<file path="config.mk">
export PLATFORM = sky130hd
export DESIGN_NAME = lzc_norm_pipe
export DESIGN_NICKNAME = d
export VERILOG_FILES = /design/src/rtl/lzc_norm_pipe.sv
export SDC_FILE = /design/constraint.sdc
export NUM_CORES = 1
export LEC_CHECK = 0
export BUFFER_PORTS_ARGS = -buffer_cell sky130_fd_sc_hd__buf_2
export CORE_MARGIN = 5
export CORE_UTILIZATION = 45
export DETAILED_ROUTE_END_ITERATION = 10
export GPL_ROUTABILITY_DRIVEN = 0
export PLACE_DENSITY = 0.65
export SLEW_MARGIN = 20
export SYNTH_ARGS = -nofsm -noshare
export SYNTH_HDL_FRONTEND = slang
export SYNTH_SLANG_ARGS = --single-unit
</file>
<file path="constraint.sdc">
create_clock -name clk -period 2.51 [get_ports clk]
set_input_delay 0.3765 -clock clk [delete_from_list [all_inputs] [get_ports clk]]
set_output_delay 0.3765 -clock clk [all_outputs]
set_load 0.05 [all_outputs]
</file>
<file path="src/rtl/lzc_norm_pipe.sv">
// lzc_norm_pipe: two-stage leading-zero count and normalise with valid/ready flow control
module lzc_norm_pipe #(
  parameter int WIDTH = 22,
  localparam int LZCW = $clog2(WIDTH + 1)
) (
  input  logic             clk,
  input  logic             reset,
  input  logic             i_valid,
  output logic             o_ready,
  input  logic [WIDTH-1:0] i_data,
  input  logic             i_signed,
  output logic             o_valid,
  input  logic             i_ready,
  output logic [LZCW-1:0]  o_lzc,
  output logic [WIDTH-1:0] o_norm,
  output logic             o_zero,
  output logic             o_neg
);
  logic             s1_valid_q, s1_valid_d, s1_zero_q, s1_zero_d, s1_neg_q, s1_neg_d;
  logic [WIDTH-1:0] s1_mag_q, s1_mag_d;
  logic [LZCW-1:0]  s1_lzc_q, s1_lzc_d;
  logic             s2_valid_q, s2_valid_d, s2_zero_q, s2_zero_d, s2_neg_q, s2_neg_d;
  logic [WIDTH-1:0] s2_norm_q, s2_norm_d;
  logic [LZCW-1:0]  s2_lzc_q, s2_lzc_d;
  logic             s1_adv, s2_adv, acc, s2_load, neg;
  logic [WIDTH-1:0] mag, norm;
  logic [LZCW-1:0]  lzc;
  always_comb begin
    s2_adv = !s2_valid_q || i_ready;
    s1_adv = !s1_valid_q || s2_adv;
    acc = i_valid && s1_adv;
    s2_load = s2_adv && s1_valid_q;
    neg = i_signed && i_data[WIDTH-1];
    mag = neg ? -i_data : i_data;
    lzc = LZCW'(WIDTH);
    for (int i = 0; i < WIDTH; i++) lzc = mag[i] ? LZCW'(WIDTH - 1 - i) : lzc;
    // log2 barrel: stage k shifts by 2**k when bit k of the count is set
    norm = s1_mag_q;
    for (int k = 0; k < LZCW; k++) norm = s1_lzc_q[k] ? norm << (1 << k) : norm;
    s1_valid_d = s1_adv ? i_valid : s1_valid_q;
    s1_mag_d = acc ? mag : s1_mag_q;
    s1_lzc_d = acc ? lzc : s1_lzc_q;
    s1_zero_d = acc ? (mag == '0) : s1_zero_q;
    s1_neg_d = acc ? neg : s1_neg_q;
    s2_valid_d = s2_adv ? s1_valid_q : s2_valid_q;
    s2_norm_d = s2_load ? norm : s2_norm_q;
    s2_lzc_d = s2_load ? s1_lzc_q : s2_lzc_q;
    s2_zero_d = s2_load ? s1_zero_q : s2_zero_q;
    s2_neg_d = s2_load ? s1_neg_q : s2_neg_q;
  end
  always_ff @(posedge clk or posedge reset) begin
    if (reset) begin
      s1_valid_q <= 1'b0;
      s1_mag_q <= '0;
      s1_lzc_q <= '0;
      s1_zero_q <= 1'b0;
      s1_neg_q <= 1'b0;
      s2_valid_q <= 1'b0;
      s2_norm_q <= '0;
      s2_lzc_q <= '0;
      s2_zero_q <= 1'b0;
      s2_neg_q <= 1'b0;
    end else begin
      s1_valid_q <= s1_valid_d;
      s1_mag_q <= s1_mag_d;
      s1_lzc_q <= s1_lzc_d;
      s1_zero_q <= s1_zero_d;
      s1_neg_q <= s1_neg_d;
      s2_valid_q <= s2_valid_d;
      s2_norm_q <= s2_norm_d;
      s2_lzc_q <= s2_lzc_d;
      s2_zero_q <= s2_zero_d;
      s2_neg_q <= s2_neg_d;
    end
  end
  assign o_ready = s1_adv;
  assign o_valid = s2_valid_q;
  assign o_lzc = s2_lzc_q;
  assign o_norm = s2_norm_q;
  assign o_zero = s2_zero_q;
  assign o_neg = s2_neg_q;
endmodule

</file>
==> out/results.tsv, run 1 <==
stage	metric	value	unit
run_status	status	complete, no violations	
cells_and_area	Design Area, Final	0.00487	sq mm
clock_tree	Clock Latency Late Sink	0.34	ns
pwr	NetSw	1600	uW
route	DRT Pass-1 Iters	4	
cells_and_area	ANT cells	0	
setup_path	family with the most delay on the worst path	simple AND/OR/NAND/NOR gates	
clock_tree	maximum clock path buffer count	2	
clock_tree	Worst-path clk slew	0.07	ns
die	initial cell density of the core	46.3	%
global_routing	GRT Total Usage	18.0	%
timing	Achievable Freq	437	MHz
timing	RSZ-0062 raised after global routing	false	
die	total core area	0.00872	sq mm
timing	Final Skew	0.00695	ns
synth	Syn Nets	471	
clock_tree	# Post-CTS Setup Buffers	0	
timing	setup violators final	0	
timing	Hold Worst Slack	0.0827	ns
synth	Yosys warnings	0	
global_routing	initial antenna violation count	0	
route	routed length per placed instance	15.4	um
pwr	Tot Pwr	4020	uW
setup_path	crit path launch type	input port	
route	violation count after the first detailed-routing iteration	171	
min_path	Hold WC Path Type	in -> async	
pwr	Leak	0.00218	uW
timing	relative slew slack	36.3	%
synth	Post-synth EDFFs	0	
setup_path	CP startpoint	i_data[0]	
pwr	pwr/cell area	826	mW/mm^2
route	via count	3457	
clock_tree	clock sinks	60	
clock_tree	total CTS buffers	9	
timing	Final Hold Vio Count	0	
setup_path	R2R setup slack	0.31	ns
synth	FF+latch count, synth	60	
die	Ports	58	
clock_tree	Clock Tree Root	clkbuf_8	
clock_tree	CTS resizes	0	
setup_path	Crit path required time	2.74	ns
route	Routed WL	9640	um
timing	Final WS setup	0.223	ns
global_routing	total gr overflow	0	
synth	Seq/Total Area, Yosys	37.2	%
die	Die Ht	105	um
cells_and_area	# nets final	542	
cells_and_area	area of the multi-input gates	0.00236	sq mm
synth	top_reg_cell synth	dfrtp_1	
cells_and_area	FILL cells	798	
setup_path	crit end category	flop	
die	chip width	105	um
setup_path	critical path type	in -> reg	
route	Via density	5.51	
synth	post-synthesis cell type count	61	
setup_path	R2R Path Start	s1_lzc_q[1]$_DFFE_PP0P_	
synth	average cell area after synthesis	9.12	sq um
synth	top cell type's share of synthesized area	37.2	%
timing	Final period util	91.1	%
pwr	combinational share of power	40.5	%
setup_path	CP peak stage delay	0.50	ns
setup_path	critical path fanouts, max	4	
route	Post-route DRC	0	
clock_tree	hold_buf cts	0	
synth	top cells by area, synth	dfrtp_1 37%, mux2i_1 10%, o21ai_0 5.7%, nand2_1 5.3%, mux2_2 4.7%	
pwr	cell-internal power	2410	uW
pwr	peak supply drop	315	uV
clock_tree	CTS tree	yes	
placed_design	detailed-placement wirelength estimate	7500	um
synth	ys async rst share	100	%
cells_and_area	register area	0.00150	sq mm
placed_design	dpl cell area	0.00462	sq mm
cells_and_area	layout cells sized above 1	26.8	%
setup_path	crit-path cells	buf_2 -> inv_1 -> ha_1 -> or4b_1 -> or4_4 -> a211oi_2 -> o21bai_1 -> or2_1 -> a32o_1	
die	row cnt	34	
pwr	Seq pwr share	32.7	%
synth	dominant cell type by area after synthesis	dfrtp_1	
placed_design	I/O Buffers	57	
setup_path	crit path DAT	2.51	ns
pwr	clock network fraction of total power	26.7	%
synth	Syn Std Cell Area	0.00404	sq mm
synth	Syn Inst Count	443	
timing	crit path time final	2.29	ns
route	post-route antenna net violation count	0	
setup_path	CP max stage cell	or4b_1	
die	Die ar.	0.0110	sq mm
setup_path	Buf/Inv on CP	2	
cells_and_area	P&R area growth vs syn	20.5	%
placed_design	Place WS	-0.126	ns
pwr	Sw Ratio	39.9	%
global_routing	vias in the first global route	3488	
timing	fin. max-slew vios	0	
run	Max Cap Viol	0	
cells_and_area	post-layout util	55.8	%
timing	Least-Margin Pin Slew	0.956	ns
global_routing	largest net degree at the start of global routing	61	
global_routing	first-pass GRT wire length	16400	um
clock_tree	H-tree levels	3	
## power by group through the flow
stage               Sequential [uW]  Combinational, uW  Clock [uW]
floorplan                      1770                761           0
global placement               1330               1620           0
detailed placement             1340               1640           0
CTS                            1320               1640        1100
global route                   1340               1760        1150
finish                         1310               1630        1070
## state kept, by name (all words and copies together) (netlist names)
signal / flops
o_norm: 22
s1_mag_q: 22
o_lzc: 5
s1_lzc_q: 5
o_neg: 1
o_valid: 1
o_zero: 1
s1_neg_q: 1
s1_valid_q: 1
s1_zero_q: 1
## logic make-up (layout without fill, tap and decap cells)
| logic type | Yosys count | after routing | synth area share [%] |
|---|---|---|---|
| DFF | 60 | 60 | 37.2 |
| buffers and inverters | 40 | 116 | 4.37 |
| muxes | 63 | 63 | 17.1 |
| xor gates and xnor gates | 20 | 20 | 4.34 |
| AOI/OAI and AO/OA | 124 | 124 | 19.8 |
| and+or+nand+nor | 135 | 135 | 16.9 |
| adders and majority gates | 1 | 1 | 0.310 |
## metrics by stage
step                instances  setup TNS [ns]
global placement          611          -0.271
CTS                       627               0
floorplan                 443               0
finish                    627               0
detailed placement        611          -0.389
global route              627               0
## placed cells by master, fill, tap and decap left out, types with 7 or more instances in the layout
cell type,n
nand2_1,57
buf_4,33
a21oi_1,20
o21ai_0,46
nor2_1,26
nand2b_1,9
buf_2,57
xnor2_1,12
dfrtp_1,60
a211oi_1,7
mux2_2,17
mux2i_1,42
a22o_1,9
a31oi_1,8
xor2_1,8
clkbuf_8,10
## worst min-delay path, stage by stage
cell	delay (ns)
buf_2	0.10
inv_2	0.06
buf_12	0.28
## routing by layer
| layer | routed length (um) | GRT usage, % | vias to the layer above |
|---|---|---|---|
| met2 | 4470 | 29.5 | 66 |
| li1 | - | - | 1768 |
| met1 | 4640 | 24.1 | 1613 |
| met5 | 0 | 0 | - |
| met4 | 139 | 6.03 | 0 |
| met3 | 393 | 2.90 | 10 |
## cell type report
cell class | count | share of cell area [%]
multi-input combinational | 343 | 48.5
sequential | 60 | 30.8
timing repair buffer | 93 | 12.2
clock buffer | 10 | 2.83
tap | 108 | 2.78
clock inverter | 6 | 2.29
inverter | 7 | 0.540
## synthesized netlist by cell type (8+ instances only)
cell and count:
a21oi_1 20, xor2_1 8, nand2_1 57, clkbuf_1 22
mux2_2 17, nor2_1 26, mux2i_1 42, a31oi_1 8
o21ai_0 46, a22o_1 9, dfrtp_1 60, nand2b_1 9
xnor2_1 12
## final timing paths
path / endpoint / depth (start not counted)
worst max-delay path: s1_lzc_q[3]$_DFFE_PP0P_ / 9
worst min-delay path: o_valid$_DFFE_PP0P_ / 3
worst max register to register: o_norm[19]$_DFFE_PP0P_ / 8
worst min register to register: o_norm[19]$_DFFE_PP0P_ / 2
max in group asynchronous: s1_mag_q[5]$_DFFE_PP0P_ / 3
min in group clk: s1_valid_q$_DFFE_PP0N_ / 2
Note: power is estimated with default switching activity, not from simulation.
==> run 2, diff against run 1 <==
--- a/config.mk
+++ b/config.mk
@@ -10,6 +10,7 @@
 export CORE_UTILIZATION = 45
 export DETAILED_ROUTE_END_ITERATION = 10
 export GPL_ROUTABILITY_DRIVEN = 0
+export MAX_ROUTING_LAYER = met4
 export PLACE_DENSITY = 0.65
 export SLEW_MARGIN = 20
 export SYNTH_ARGS = -nofsm -noshare
==> out/results.tsv, run 2 (synthesized netlist as in run 1, its figures left out) <==
stage	metric	value	unit	change
run_status	status	complete, no violations		
timing	Achievable Freq	437	MHz	about the same
min_path	Hold WC Path Type	in -> async		
die	total core area	0.00872	sq mm	unchanged
pwr	Leak	0.00218	uW	unchanged
timing	RSZ-0062 raised after global routing	false		
timing	Final Hold Vio Count	0		unchanged
clock_tree	total CTS buffers	9		unchanged
pwr	peak supply drop	315	uV	about the same
die	row cnt	34		unchanged
cells_and_area	most frequent cells in the layout	60 x dfrtp_1, 57 x nand2_1, 57 x buf_2, 46 x o21ai_0, 42 x mux2i_1		
clock_tree	clock sinks	60		unchanged
setup_path	R2R Path Start	s1_lzc_q[1]$_DFFE_PP0P_		
global_routing	GRT Total Usage	18.5	%	+0.52 points
cells_and_area	most common cell after layout, fill and taps aside	dfrtp_1		
timing	Final period util	91.2	%	about the same
route	post-route antenna net violation count	0		unchanged
cells_and_area	layout cells sized above 1	26.8	%	unchanged
global_routing	initial antenna violation count	0		unchanged
global_routing	first-pass GRT wire length	16400	um	unchanged
cells_and_area	P&R area growth vs syn	20.5	%	unchanged
pwr	pwr/cell area	825	mW/mm^2	about the same
setup_path	crit path DAT	2.51	ns	about the same
timing	Final WS setup	0.221	ns	-0.00227 ns
timing	fin. max-slew vios	0		unchanged
die	Ports	58		unchanged
clock_tree	Worst-path clk slew	0.07	ns	about the same
clock_tree	# Post-CTS Setup Buffers	0		unchanged
clock_tree	H-tree levels	3		unchanged
run	Max Cap Viol	0		unchanged
route	routed length per placed instance	15.4	um	about the same
cells_and_area	ANT cells	0		unchanged
clock_tree	CTS resizes	0		unchanged
clock_tree	maximum clock path buffer count	2		unchanged
clock_tree	CTS tree	yes		
route	via count	3450		-0.20%
placed_design	detailed-placement wirelength estimate	7500	um	unchanged
die	initial cell density of the core	46.3	%	unchanged
clock_tree	Clock Latency Late Sink	0.34	ns	about the same
die	Die ar.	0.0110	sq mm	unchanged
timing	Final Skew	0.00697	ns	+0.0000216 ns
cells_and_area	post-layout util	55.8	%	unchanged
setup_path	critical path fanouts, max	4		unchanged
placed_design	dpl cells	611		unchanged
timing	setup violators final	0		unchanged
placed_design	I/O Buffers	57		unchanged
setup_path	crit path launch type	input port		
setup_path	CP startpoint	i_data[0]		
cells_and_area	# nets final	542		unchanged
clock_tree	hold_buf cts	0		unchanged
timing	relative slew slack	36.3	%	about the same
setup_path	crit end category	flop		
route	DRT Pass-1 Iters	4		unchanged
global_routing	largest net degree at the start of global routing	61		unchanged
clock_tree	Clock Tree Root	clkbuf_8		
setup_path	Crit path required time	2.74	ns	about the same
placed_design	Place WS	-0.126	ns	unchanged
die	chip width	105	um	unchanged
route	Routed WL	9630	um	about the same
route	Via density	5.50		-0.20%
cells_and_area	Final Non-Filler Cells	627		unchanged
timing	Hold Worst Slack	0.0851	ns	+0.00233 ns
timing	Least-Margin Pin Slew	0.956	ns	+0.000115 ns
global_routing	total gr overflow	0		unchanged
setup_path	critical path type	in -> reg		
timing	crit path time final	2.29	ns	+0.00227 ns
route	violation count after the first detailed-routing iteration	173		+1.2%
global_routing	vias in the first global route	3483		-0.14%
die	Die Ht	105	um	unchanged
route	Post-route DRC	0		unchanged
pwr	Tot Pwr	4020	uW	about the same
run 2: final cells by class:
| type | instances | area [sq um] |
|---|---|---|
| sequential | 60 | 1500 |
| fill | 798 | 3850 |
| tap | 108 | 135 |
| inverter | 7 | 26.3 |
| clock buffer | 10 | 138 |
| multi-input combinational | 343 | 2360 |
| clock inverter | 6 | 111 |
| timing repair buffer | 93 | 593 |
run 2: worst paths after layout:
| path | endpoint | slack, ns | cells past startpoint |
|---|---|---|---|
| setup / recovery | s1_lzc_q[3]$_DFFE_PP0P_ | 0.22 | 9 |
| hold / removal | o_valid$_DFFE_PP0P_ | 0.09 | 3 |
| setup reg to reg | o_norm[19]$_DFFE_PP0P_ | 0.31 | 8 |
| hold reg to reg | o_norm[19]$_DFFE_PP0P_ | 0.47 | 2 |
| max in group asynchronous | s1_mag_q[5]$_DFFE_PP0P_ | 2.16 | 3 |
| min in group clk | s1_valid_q$_DFFE_PP0N_ | 0.26 | 2 |
run 2: where the power goes:
part           switching, uW  internal, uW  total (uW)
combinational           1070           558        1630
clock                    387           686        1070
sequential               144          1170        1310
total                   1600          2410        4020
run 2: worst max-delay path: stages:
cell and delay (ns):
buf_2 0.10, inv_1 0.06, ha_1 0.20, or4b_1 0.50, or4_4 0.44, a211oi_2 0.26, o21bai_1 0.11, or2_1 0.25
a32o_1 0.23
run 2: through the flow:
stage,area [sq um],setup TNS (ns)
after global placement,4620,-0.271
after CTS,4870,0
final,4870,0
after floorplan,4040,0
after detailed placement,4620,-0.389
after global routing,4870,0
run 2: per-layer routing:
metal | routed length [um] | track usage, % | vias up
met5 | 0 | - | -
met1 | 4630 | 24.0 | 1604
met2 | 4460 | 29.5 | 68
met4 | 139 | 6.30 | 0
li1 | - | - | 1768
met3 | 399 | 2.71 | 10
==> run 3, diff against run 2 <==
--- a/config.mk
+++ b/config.mk
@@ -8,6 +8,7 @@
 export BUFFER_PORTS_ARGS = -buffer_cell sky130_fd_sc_hd__buf_2
 export CORE_MARGIN = 5
 export CORE_UTILIZATION = 45
+export CTS_BUF_LIST = sky130_fd_sc_hd__clkbuf_4
 export DETAILED_ROUTE_END_ITERATION = 10
 export GPL_ROUTABILITY_DRIVEN = 0
 export MAX_ROUTING_LAYER = met4
==> out/results.tsv, run 3 (synthesized netlist as in run 1, its figures left out) <==
stage	metric	value	unit	change
run_status	status	complete, no violations		
setup_path	crit-path cells	buf_2 -> inv_1 -> ha_1 -> or4b_1 -> or4_4 -> a211oi_2 -> o21bai_1 -> or2_1 -> a32o_1		
route	Via density	5.53		+0.43%
clock_tree	Worst-path clk slew	0.10	ns	+0.03 ns
pwr	Tot Pwr	3800	uW	-5.3%
timing	Final WS setup	0.283	ns	+0.0618 ns
timing	crit path time final	2.23	ns	-0.0618 ns
clock_tree	total CTS buffers	9		unchanged
timing	RSZ-0062 raised after global routing	false		
clock_tree	clock sinks	60		unchanged
pwr	pwr/cell area	790	mW/mm^2	-4.2%
timing	Final Hold Vio Count	0		unchanged
clock_tree	H-tree levels	3		unchanged
global_routing	largest net degree at the start of global routing	61		unchanged
route	Routed WL	9660	um	+0.24%
setup_path	CP peak stage delay	0.50	ns	about the same
setup_path	crit end category	flop		
route	violation count after the first detailed-routing iteration	207		+20%
clock_tree	Clock Latency Late Sink	0.41	ns	+0.07 ns
cells_and_area	P&R area growth vs syn	19.1	%	
route	routed length per placed instance	15.4	um	about the same
placed_design	dpl cell area	0.00462	sq mm	unchanged
setup_path	CP max stage cell	or4b_1		
min_path	Hold WC Path Type	in -> reg		
cells_and_area	Design Area, Final	0.00481	sq mm	-1.1%
setup_path	crit path launch type	input port		
timing	Final period util	88.7	%	-2.5 points
cells_and_area	most common cell after layout, fill and taps aside	dfrtp_1		
die	total core area	0.00872	sq mm	unchanged
timing	fin. max-slew vios	0		unchanged
cells_and_area	# nets final	543		+0.18%
setup_path	critical path type	in -> reg		
die	row cnt	34		unchanged
timing	Achievable Freq	449	MHz	+2.8%
setup_path	FF-to-FF End	o_norm[19]$_DFFE_PP0P_		
run	Max Cap Viol	0		unchanged
clock_tree	CTS resizes	0		unchanged
pwr	peak supply drop	317	uV	+0.48%
global_routing	initial antenna violation count	1		+1
route	post-route antenna net violation count	0		unchanged
placed_design	detailed-placement wirelength estimate	7500	um	unchanged
die	Die Ht	105	um	unchanged
route	DRT Pass-1 Iters	4		unchanged
die	initial cell density of the core	46.3	%	unchanged
placed_design	Place WS	-0.126	ns	unchanged
clock_tree	Clock Tree Root	clkbuf_4		
setup_path	critical path depth	9		unchanged
setup_path	CP endpoint	s1_lzc_q[3]$_DFFE_PP0P_		
min_path	Worst Hold Launch	i_valid		
cells_and_area	post-layout util	55.2	%	-0.62 points
global_routing	total gr overflow	0		unchanged
timing	Final Skew	0.0137	ns	+0.00674 ns
timing	relative slew slack	35.5	%	-0.82 points
die	Ports	58		unchanged
global_routing	vias in the first global route	3467		-0.46%
global_routing	first-pass GRT wire length	16400	um	about the same
setup_path	Crit path required time	2.80	ns	+0.06 ns
setup_path	worst reg2reg path depth	8		unchanged
setup_path	CP startpoint	i_data[0]		
clock_tree	CTS tree	yes		
timing	setup violators final	0		unchanged
die	Die ar.	0.0110	sq mm	unchanged
setup_path	R2R Path Start	s1_lzc_q[1]$_DFFE_PP0P_		
route	Post-route DRC	0		unchanged
pwr	Leak	0.00215	uW	-1.1%
placed_design	I/O Buffers	57		unchanged
setup_path	R2R setup slack	0.30	ns	about the same
die	chip width	105	um	unchanged
cells_and_area	layout cells sized above 1	26.5	%	-0.24 points
global_routing	GRT Total Usage	18.5	%	+0.053 points
cells_and_area	FILL cells	810		+1.5%
route	via count	3476		+0.75%
setup_path	family with the most delay on the worst path	simple AND/OR/NAND/NOR gates		
setup_path	Buf/Inv on CP	2		unchanged
cells_and_area	most frequent cells in the layout	60 x dfrtp_1, 57 x nand2_1, 57 x buf_2, 46 x o21ai_0, 42 x mux2i_1		
setup_path	crit path DAT	2.52	ns	about the same
timing	Least-Margin Pin Slew	0.968	ns	+0.0123 ns
clock_tree	maximum clock path buffer count	2		unchanged
setup_path	critical path fanouts, max	4		unchanged
## run 3: cell types whose count changed in the layout (fill, tap and decap cells not counted)
cell           before  now
clkinv_1            0    1
dlygate4sd3_1       0    1
clkbuf_4            0    9
clkbuf_8           10    0
diode_2             0    1
## run 3: what timing repair did
action / in CTS / in global routing
hold endpoints to repair: 1 / 0
setup buffers: 0 / 0
hold buffers: 1 / 0
## run 3: cell type report
cell class	instances	area (sq um)	area share, %
multi-input combinational	343	2360	49.1
sequential	60	1500	31.2
timing repair buffer	94	603	12.5
tap	108	135	2.81
clock inverter	7	115	2.39
clock buffer	9	67.6	1.40
inverter	7	26.3	0.546
antenna	1	2.50	0.0520
## run 3: how the worst min path moves through the flow
stage	end	slack [ns]	cells after the start
final	s1_valid_q$_DFFE_PP0N_	0.19	2
after global routing	s1_valid_q$_DFFE_PP0N_	0.16	2
after CTS	s1_valid_q$_DFFE_PP0N_	0.16	2
after detailed placement	o_valid$_DFFE_PP0P_	0.46	3
after global placement	o_valid$_DFFE_PP0P_	0.46	3
after floorplan	s1_zero_q$_DFFE_PP0P_	0.44	2
## run 3: per-layer routing
metal | global-route usage [%] | wire length, um | vias up
li1 | - | - | 1770
met1 | 24.2 | 4600 | 1620
met2 | 29.2 | 4520 | 76
met3 | 2.59 | 396 | 10
met4 | 7.12 | 136 | 0
met5 | - | 0 | -
## run 3: stage by stage
step	hold WS (ns)	cells	TNS [ns]
after global placement	0.457	611	-0.271
after global routing	0.165	629	0
after CTS	0.159	628	0
final	0.188	629	0
after detailed placement	0.458	611	-0.389
after floorplan	0.445	443	0
## run 3: where the power goes
group / total (uW) / switching (uW) / leakage (uW) / internal [uW]
logic: 1630 / 1070 / 0.00130 / 559
registers: 1310 / 143 / 0.000755 / 1170
clock network: 864 / 364 / 0.0000936 / 501
total: 3800 / 1580 / 0.00215 / 2230
